===== src/rtl/div_16bit_seq.sv =====
// Sequential signed divider: radix-2 restoring, one quotient bit per clock.
// Start/busy/done handshake with divide-by-zero and overflow flags.
module div_16bit_seq #(
    parameter int WIDTH = 16
) (
    input  logic             clk,
    input  logic             rst_n,
    input  logic             start,
    input  logic [WIDTH-1:0] A,
    input  logic [WIDTH-1:0] B,
    output logic [WIDTH-1:0] Q,
    output logic [WIDTH-1:0] R,
    output logic             busy,
    output logic             done,
    output logic             dz,
    output logic             ovf
);

    localparam int CW = (WIDTH > 2) ? $clog2(WIDTH) : 1;

    typedef enum logic [1:0] {
        IDLE,
        CALC,
        FIX,
        DONE
    } state_t;

    state_t           state_q, state_d;
    logic [WIDTH-1:0] rem_q, rem_d;
    logic [WIDTH-1:0] dvd_q, dvd_d;
    logic [WIDTH-1:0] dsr_q, dsr_d;
    logic [CW-1:0]    count_q, count_d;
    logic             sgn_quo_q, sgn_quo_d;
    logic             sgn_rem_q, sgn_rem_d;
    logic [WIDTH-1:0] quo_q, quo_d;
    logic [WIDTH-1:0] rmd_q, rmd_d;
    logic             dz_q, dz_d;
    logic             ovf_q, ovf_d;

    logic [WIDTH:0]   rem_sh;
    logic [WIDTH:0]   diff;

    // Magnitude as unsigned; the most-negative value maps to 2^(WIDTH-1).
    function automatic logic [WIDTH-1:0] abs_val(input logic signed [WIDTH-1:0] x);
        abs_val = x[WIDTH-1] ? (~x + 1'b1) : x;
    endfunction

    function automatic logic [WIDTH-1:0] cond_neg(input logic [WIDTH-1:0] x, input logic neg);
        cond_neg = neg ? (~x + 1'b1) : x;
    endfunction

    always_comb begin
        state_d   = state_q;
        rem_d     = rem_q;
        dvd_d     = dvd_q;
        dsr_d     = dsr_q;
        count_d   = count_q;
        sgn_quo_d = sgn_quo_q;
        sgn_rem_d = sgn_rem_q;
        quo_d     = quo_q;
        rmd_d     = rmd_q;
        dz_d      = dz_q;
        ovf_d     = ovf_q;

        // The partial remainder stays below |B| <= 2^(WIDTH-1), so the
        // shifted value and the trial difference fit in WIDTH+1 bits.
        rem_sh = {rem_q, dvd_q[WIDTH-1]};
        diff   = rem_sh - {1'b0, dsr_q};

        case (state_q)
            IDLE, DONE: begin
                state_d = IDLE;
                if (start) begin
                    if (B == '0) begin
                        state_d = DONE;
                        quo_d   = '1;
                        rmd_d   = A;
                        dz_d    = 1'b1;
                        ovf_d   = 1'b0;
                    end else begin
                        state_d   = CALC;
                        dvd_d     = abs_val(A);
                        dsr_d     = abs_val(B);
                        sgn_quo_d = A[WIDTH-1] ^ B[WIDTH-1];
                        sgn_rem_d = A[WIDTH-1];
                        rem_d     = '0;
                        count_d   = '0;
                    end
                end
            end
            CALC: begin
                if (!diff[WIDTH]) begin
                    rem_d = diff[WIDTH-1:0];
                    dvd_d = {dvd_q[WIDTH-2:0], 1'b1};
                end else begin
                    rem_d = rem_sh[WIDTH-1:0];
                    dvd_d = {dvd_q[WIDTH-2:0], 1'b0};
                end
                if (count_q == CW'(WIDTH - 1)) begin
                    state_d = FIX;
                end else begin
                    count_d = count_q + 1'b1;
                end
            end
            FIX: begin
                state_d = DONE;
                quo_d   = cond_neg(dvd_q, sgn_quo_q);
                rmd_d   = cond_neg(rem_q, sgn_rem_q);
                dz_d    = 1'b0;
                // Negative dividend, negative divisor of magnitude 1 and a
                // quotient of 2^(WIDTH-1) can only be most-negative / -1.
                ovf_d   = sgn_rem_q && !sgn_quo_q && (dsr_q == WIDTH'(1)) &&
                          (dvd_q == {1'b1, {(WIDTH-1){1'b0}}});
            end
            default: state_d = IDLE;
        endcase
    end

    always_ff @(posedge clk or negedge rst_n) begin
        if (!rst_n) begin
            state_q   <= IDLE;
            rem_q     <= '0;
            dvd_q     <= '0;
            dsr_q     <= '0;
            count_q   <= '0;
            sgn_quo_q <= 1'b0;
            sgn_rem_q <= 1'b0;
            quo_q     <= '0;
            rmd_q     <= '0;
            dz_q      <= 1'b0;
            ovf_q     <= 1'b0;
        end else begin
            state_q   <= state_d;
            rem_q     <= rem_d;
            dvd_q     <= dvd_d;
            dsr_q     <= dsr_d;
            count_q   <= count_d;
            sgn_quo_q <= sgn_quo_d;
            sgn_rem_q <= sgn_rem_d;
            quo_q     <= quo_d;
            rmd_q     <= rmd_d;
            dz_q      <= dz_d;
            ovf_q     <= ovf_d;
        end
    end

    assign Q    = quo_q;
    assign R    = rmd_q;
    assign dz   = dz_q;
    assign ovf  = ovf_q;
    assign busy = (state_q == CALC) || (state_q == FIX);
    assign done = (state_q == DONE);

endmodule


===== config.mk =====
export PLATFORM = sky130hd
export DESIGN_NAME = div_16bit_seq
export DESIGN_NICKNAME = d
export VERILOG_FILES = /design/src/rtl/div_16bit_seq.sv
export SDC_FILE = /design/constraint.sdc
export NUM_CORES = 1
export LEC_CHECK = 0
export CAP_MARGIN = 40
export CORE_MARGIN = 4
export CORE_UTILIZATION = 30
export CTS_CLUSTER_SIZE = 14
export DETAILED_ROUTE_END_ITERATION = 16
export SYNTH_ARGS = -nofsm -noshare
export SYNTH_HDL_FRONTEND = slang
export SYNTH_SLANG_ARGS = --single-unit

===== constraint.sdc =====
create_clock -name clk -period 2.55 [get_ports clk]
set_clock_uncertainty 0.1 [all_clocks]
set_input_delay 0.3825 -clock clk [delete_from_list [all_inputs] [get_ports clk]]
set_output_delay 0.3825 -clock clk [all_outputs]
set_load 0.01 [all_outputs]

==> key figures, run 1 <==
Worst hold path
  • Worst Hold Class: input pin to register

STA
  • Final Critical Period: between 2000 and 3000 ps
  • Final Cycle Share: 108%
  • Slew @ Worst Pin: 629 ps
  • Hold WS: 344 ps
  • # setup viols final: 17
  • Max-slew violations: 0
  • RSZ-0062 raised after global routing: yes
  • Final WS setup: -201 ps
  • Final hold violations: 0
  • Rel. slew slack: ~58%
  • Setup TNS: -2740 ps
  • Max Fclk: about 0.36 GHz

Routing
  • WL final: 17.5 mm
  • DRC viols: 0
  • Iter 0 DRT Violations: about 380
  • Routed Antenna Nets: 0
  • Vias per std cell: approximately 5
  • DR vias: between 5000 and 6000
  • Wire per inst: between 15 and 20 um
  • First-pass DRT Iterations: 7

Clock network
  • Clk_lat worst skew: 360 ps
  • H-Tree Depth: 3
  • Clock Path Buffers: 2
  • Clk root buf: clkbuf_16
  • Worst-path clk slew: approximately 80 ps
  • CTS tree: yes
  • CTS Buf Count: 9
  • CTS Sinks: 90

Yosys
  • Yosys top cell area share: 36.9%
  • Register bit count reported by yosys: 90
  • Sequential area share after synthesis: between 30 and 40%
  • Top cells by area, synth: dfrtp_1 37%, o21ai_0 6.9%, nand2_1 6.3%, xnor2_1 5.5%, ha_1 4.9%
  • Post-synth net total: approximately 760
  • EDFF count, synth: 0
  • Synth area leader: dfrtp_1
  • Unique masters post-synth: 66
  • Synthesized area: roughly 0.0061 sq mm
  • Post-Synthesis Cells: 698
  • Synthesis Warnings: 0
  • Mean post-synth cell area: approximately 8.7 sq um
  • Post-synth ARST share: 100%
  • Main flop type after synthesis: dfrtp_1

GRT
  • Largest net degree at the start of global routing: 43
  • GRT Util Overall: roughly 15%
  • Vias in the first global route: ~5200
  • Global-route wire length before repair: 27.7 mm
  • Initial antenna violation count: 0
  • Total grt overflow: 0

Job
  • Total of max-cap violations: 0

Cells and area
  • Diode count: 0
  • Finished Cell Area: approximately 0.0083 sq mm
  • Area growth from synthesis to layout: 36.6%
  • Layout cell share with drive strength beyond 1: between 10% and 20%
  • Fill cell count: slightly below 2000
  • Layout Cells excl Fill: ~1100
  • Layout Nets: 908
  • Final Util: 42.3%

Worst setup path
  • Critical path origin: dsr_q[0]
  • CP max-delay cell: dfrtp_1
  • Worst path max stage delay: 430 ps
  • Setup crit start kind: register
  • Endpoint class of the critical path: register
  • Worst endpoint data arrival time: approximately 2900 ps
  • Reg2reg setup slack: -200 ps
  • Crit path to: rem_q[9]
  • FF-to-FF path depth: 12
  • Worst Setup Path Type: register to register
  • Worst path required time: around 2700 ps
  • Worst R2R Start: dsr_q[0]
  • Worst-path cell chain: ha_4 > fa_2 > nand2b_4 > a21o_1 > a22o_1 > o21a_1 > o211ai_1 > buf_4 > buf_8 > buf_12 > mux2i_1 > o21ai_1
  • Crit-path max FO: 5
  • Reg2reg end: rem_q[9]

Outcome
  • Failing checks: setup timing
  • Status: finished, violations left

Placement
  • Global placer's final weighted congestion: 0.903
  • Post-placement cell area: between 0.007 and 0.008 sq mm
  • Port bufs: 70
  • Pre-CTS WS: -372 ps
  • Dpl hpwl: about 13 mm
  • Placed insts: between 1000 and 1500

Power
  • Internal: about 5.4 mW
  • Sequential share of power: roughly 28%
  • Clock Power Share: ~15%
  • Power Density: about 1100 mW/mm^2
  • Sw Share: between 40% and 50%
  • Leakage: 3.76 nW
  • NetSw: 3.85 mW
  • Power, Total: just over 9 mW
  • Peak VDD IR: 0.000456 V
  • Combinational power share: between 50% and 60%

Floorplan
  • Initial core utilization: 30.9%
  • Standard-cell rows: 51
  • Die height: approximately 150 um
  • Core ar.: between 0.015 and 0.02 sq mm
  • I/O Pins: 71
  • Die X-Extent: 151 um
  • Die ar.: between 0.02 and 0.025 sq mm
[placed cells by master (no fill, tap or decap), drive strengths merged, types with 7 or more instances in the layout]
master and instances:
ha 24, o22a 15, nor2 37, nand2 104
nand3 7, xor2 30, or3 8, dfrtp 90
buf 102, xnor2 38, o21ai 98, or4 8
clkbuf 13, o31ai 16, clkdlybuf4s50 66, mux2i 30
inv 36, a21oi 36
[logic make-up (layout without fill, tap and decap cells)]
kind of cell             Yosys count  after routing  share of synthesized area (%)
AND/OR/NAND/NOR                  206            206                           16.4
AO/OA/AOI/OAI                    205            205                           20.7
multiplexers                      34             34                           5.66
flip-flops                        90             90                           36.9
XOR/XNOR                          68             68                           9.77
buffers and inverters             70            225                           5.27
adder cells (fa/ha/maj)           25             25                           5.25
[critical path: cells and delay by family, from the launching register on]
family	cells	cell delay (ps)
compound gates	5	810
fa+ha+maj	2	520
buf+inv	3	430
flops	1	430
mux	1	190
simple gates	1	150
[synth_stat cells (5+ instances only)]
library cell,count
nor4_1,5
mux2i_1,30
xnor2_1,38
or3_1,7
inv_1,32
ha_1,24
nand2b_1,6
or4_1,6
o21ai_0,84
o21ai_1,13
o41ai_1,6
nor2_1,37
nand2_1,103
nand3_1,7
clkbuf_1,22
xor2_1,30
dfrtp_1,90
o22a_1,15
buf_2,5
o31ai_1,15
a21oi_1,35
buf_6,5
[metal layers]
layer	track usage (%)	vias up	part of all wire, %
met1	22.3	2571	49
met3	2.86	22	4.7
met2	23.6	158	44
li1	-	2783	-
met5	0	-	0
met4	4.44	0	1.6
[timing repair]
item                                    in CTS  in global routing
gates cloned                                 1                  4
hold buffers                                 1                  0
pin swaps                                    2                  8
hold endpoints to repair                    39                  0
buffers inserted                             6                  7
endpoints found under the setup margin      18                 74
resized for setup                            5                 27
[worst min-delay path by stage]
| stage | end | startpoint | cells after the start |
|---|---|---|---|
| after floorplan | Q[0] | rst_n | 0 |
| after global placement | R[8] | rst_n | 1 |
| after detailed placement | R[6] | rst_n | 1 |
| after CTS | dsr_q[13] | dsr_q[13] | 2 |
| after global routing | dsr_q[0] | B[0] | 4 |
| final | dsr_q[0] | B[0] | 4 |
[flip-flops by register name, indices dropped and copies added, names as in the netlist]
name / count
Q: 16
R: 16
count_q: 4
dsr_q: 16
dvd_q: 16
dz: 1
ovf: 1
rem_q: 16
sgn_quo_q: 1
sgn_rem_q: 1
state_q: 2
[power by group through the flow]
stage	logic [mW]	registers, mW	clock network [mW]
2_1_floorplan	3.05	2.48	0
3_3_place_gp	4.81	2.57	0
3_5_place_dp	4.87	2.58	0
4_1_cts	4.93	2.55	1.40
5_1_grt	5.91	2.65	1.45
6_report	5.34	2.55	1.37
[area by class of cell]
class | instances | area [sq um] | area share [%]
Tap cell | 265 | 332 | 3.98
Clock inverter | 7 | 76.3 | 0.916
Clock buffer | 9 | 225 | 2.70
Multi-Input combinational cell | 538 | 3610 | 43.4
Inverter | 33 | 124 | 1.49
Timing Repair Buffer | 176 | 1710 | 20.5
Sequential cell | 90 | 2250 | 27.0
Power figures use the tool's default switching activity.
==> run 2: changes to the inputs <==
--- a/config.mk
+++ b/config.mk
@@ -5,9 +5,9 @@
 export SDC_FILE = /design/constraint.sdc
 export NUM_CORES = 1
 export LEC_CHECK = 0
-export CAP_MARGIN = 40
 export CORE_MARGIN = 4
 export CORE_UTILIZATION = 30
+export CTS_CLUSTER_DIAMETER = 100
 export CTS_CLUSTER_SIZE = 14
 export DETAILED_ROUTE_END_ITERATION = 16
 export SYNTH_ARGS = -nofsm -noshare
==> results of run 2 <==
Same layout as run 1: the final DEF is identical, and so are final timing and power.
==> run 3: changes to the inputs <==
--- a/config.mk
+++ b/config.mk
@@ -10,6 +10,7 @@
 export CTS_CLUSTER_DIAMETER = 100
 export CTS_CLUSTER_SIZE = 14
 export DETAILED_ROUTE_END_ITERATION = 16
+export GPL_TIMING_DRIVEN = 0
 export SYNTH_ARGS = -nofsm -noshare
 export SYNTH_HDL_FRONTEND = slang
 export SYNTH_SLANG_ARGS = --single-unit
==> key figures, run 3 (synthesis results as in run 1) <==
Placement
  • Placed insts: 1032 (was 1084)
  • Dpl hpwl: 13.6 mm (was 13.1 mm)
  • Post-placement cell area: 0.00717 sq mm (was 0.00770 sq mm)
  • Port bufs: 68 (was 70)
  • Global placer's final weighted congestion: 0.898 (was 0.903)

GRT
  • GRT Util Overall: 16.0% (was 15.4%)
  • Global-route wire length before repair: 28.4 mm (was 27.7 mm)
  • Top Usage Layer GRT: met2 (unchanged)
  • Met2 Use GR: 25.0% (was 23.6%)
  • Initial antenna violation count: 0 (unchanged)
  • Largest net degree at the start of global routing: 65 (was 43)
  • Grt met1 use: 22.4% (was 22.3%)
  • Total grt overflow: 0 (unchanged)
  • Vias in the first global route: 5146 (was 5216)
  • Met3 Use GR: 3.22% (was 2.86%)

STA
  • # setup viols final: 17 (unchanged)
  • Final Cycle Share: 108% (about the same)
  • Final hold violations: 0 (unchanged)
  • Slew @ Worst Pin: 690 ps (was 629 ps)
  • Final WS setup: -215 ps (was -201 ps)
  • Max Fclk: 0.362 GHz (was 0.364 GHz)
  • Hold WS: 337 ps (was 344 ps)
  • RSZ-0062 raised after global routing: yes (unchanged)
  • Rel. slew slack: 54.0% (was 58.0%)
  • Final Critical Period: 2770 ps (was 2750 ps)
  • Max-slew violations: 0 (unchanged)

Routing
  • Iter 0 DRT Violations: 328 (was 382)
  • Wire per inst: 16.8 um (was 15.6 um)
  • WL final: 18.0 mm (was 17.5 mm)
  • Routed Antenna Nets: 0 (unchanged)
  • Vias per std cell: 5.04 (was 4.95)
  • DR vias: 5421 (was 5534)
  • DRC viols: 0 (unchanged)
  • First-pass DRT Iterations: 5 (was 7)

Worst setup path
  • Reg2reg setup slack: -220 ps (was -200 ps)
  • Crit-path max FO: 5 (unchanged)
  • Worst endpoint data arrival time: 2910 ps (was 2900 ps)
  • Worst R2R Start: dvd_q[15] (was dsr_q[0])
  • Reg2reg end: rem_q[8] (was rem_q[9])
  • Worst Setup Path Type: register to register (unchanged)
  • FF-to-FF path depth: 13 (was 12)
  • Endpoint class of the critical path: register (unchanged)
  • Worst path required time: 2690 ps (was 2700 ps)
  • Setup crit start kind: register (unchanged)

Clock network
  • CTS Buf Count: 9 (unchanged)
  • Clk_lat worst skew: 360 ps (about the same)
  • H-Tree Depth: 3 (unchanged)
  • Worst-path clk slew: 70 ps (was 80 ps)
  • CTS Sinks: 90 (unchanged)
  • Clock Path Buffers: 2 (unchanged)
  • CTS tree: yes (unchanged)
  • Clk root buf: clkbuf_16 (unchanged)

Floorplan
  • Die ar.: 0.0227 sq mm (unchanged)
  • Standard-cell rows: 51 (unchanged)
  • Die X-Extent: 151 um (unchanged)
  • Die height: 151 um (unchanged)
  • Initial core utilization: 30.9% (unchanged)
  • Core ar.: 0.0197 sq mm (unchanged)
  • I/O Pins: 71 (unchanged)

Worst hold path
  • Hold path startpoint: B[3] (was B[0])
  • Hold endpoint: dsr_q[3] (was dsr_q[0])
  • Hold Path Depth: 3 (was 4)
  • Worst Hold Class: input pin to register (unchanged)

Cells and area
  • Layout Nets: 866 (was 908)
  • Diode count: 0 (unchanged)
  • Finished Cell Area: 0.00802 sq mm (was 0.00833 sq mm)
  • Commonest non-fill, non-tap cell in the layout: nand2_1 (unchanged)
  • Layout Cells excl Fill: 1076 (was 1118)
  • Area growth from synthesis to layout: 31.4% (was 36.6%)
  • Layout cell share with drive strength beyond 1: 12.9% (was 17.8%)
  • Most frequent cells in the layout: 102 x nand2_1, 90 x dfrtp_1, 76 x o21ai_0 (was 103 x nand2_1, 90 x dfrtp_1, 86 x buf_4)

Outcome
  • Status: finished, violations left (unchanged)
  • Failing checks: setup timing (unchanged)

Power
  • Leakage: 3.52 nW (was 3.76 nW)
  • Power Density: 1180 mW/mm^2 (was 1110 mW/mm^2)
  • Peak VDD IR: 0.000457 V (was 0.000456 V)

Job
  • Total of max-cap violations: 0 (unchanged)
[run 3: area by class of cell]
cell class,count,area [sq um]
Tap cell,265,332
Fill cell,1945,11700
Clock inverter,6,119
Buffer,34,249
Sequential cell,90,2250
Multi-Input combinational cell,538,3670
Inverter,33,124
Clock buffer,10,239
Timing Repair Buffer,100,1030
[run 3: stage by stage]
step                      setup TNS [ps]  worst slack, ps  total power [mW]  utilization, %
after global placement           -257470            -2440              7.12            36.2
after CTS                          -2470             -191              9.35            40.1
final                              -3160             -215              9.44            40.6
after global routing               -5250             -337              10.2            40.6
after floorplan                     -222            -26.2              5.53               -
after detailed placement          -40740             -614              7.18            36.3
[run 3: power by group]
| group | internal, mW | total, mW | switching (mW) | leakage (nW) |
|---|---|---|---|---|
| Combinational | 2.53 | 5.38 | 2.85 | 2.23 |
| Clock | 0.999 | 1.61 | 0.612 | 0.176 |
| Sequential | 2.00 | 2.46 | 0.453 | 1.12 |
| Total | 5.53 | 9.44 | 3.91 | 3.52 |
[run 3: routing by layer]
metal	vias up	part of all wire, %
li1	2685	-
met5	-	0
met1	2567	48
met4	0	1.8
met2	143	45
met3	26	4.6
[run 3: worst max-delay path, stage by stage (launching register included)]
cell      delay (ps)
dfrtp_1          370
inv_2             70
ha_4             160
fa_2             340
nand2b_4         160
a21o_1           180
a22o_1           230
o21a_1           180
o211ai_1         170
buf_4            180
buf_4            140
buf_16           120
mux2i_1          180
o21ai_1           70
[run 3: timing repair]
action / in CTS / in global routing
setup endpoints to repair: 68 / 50
gates cloned: 3 / 1
hold buffers: 1 / 0
resized for setup: 51 / 15
hold endpoints to repair: 26 / 0
setup buffers: 20 / 7
pin swaps: 6 / 9
[run 3: worst max path at each step]
stage / start / to / slack (ps)
after floorplan: dsr_q[0] / rem_q[0] / -30
after global placement: rst_n / dsr_q[9] / -2440
after detailed placement: B[0] / R[9] / -610
after CTS: dvd_q[15] / rem_q[11] / -190
after global routing: dvd_q[15] / rem_q[15] / -340
final: dvd_q[15] / rem_q[8] / -220
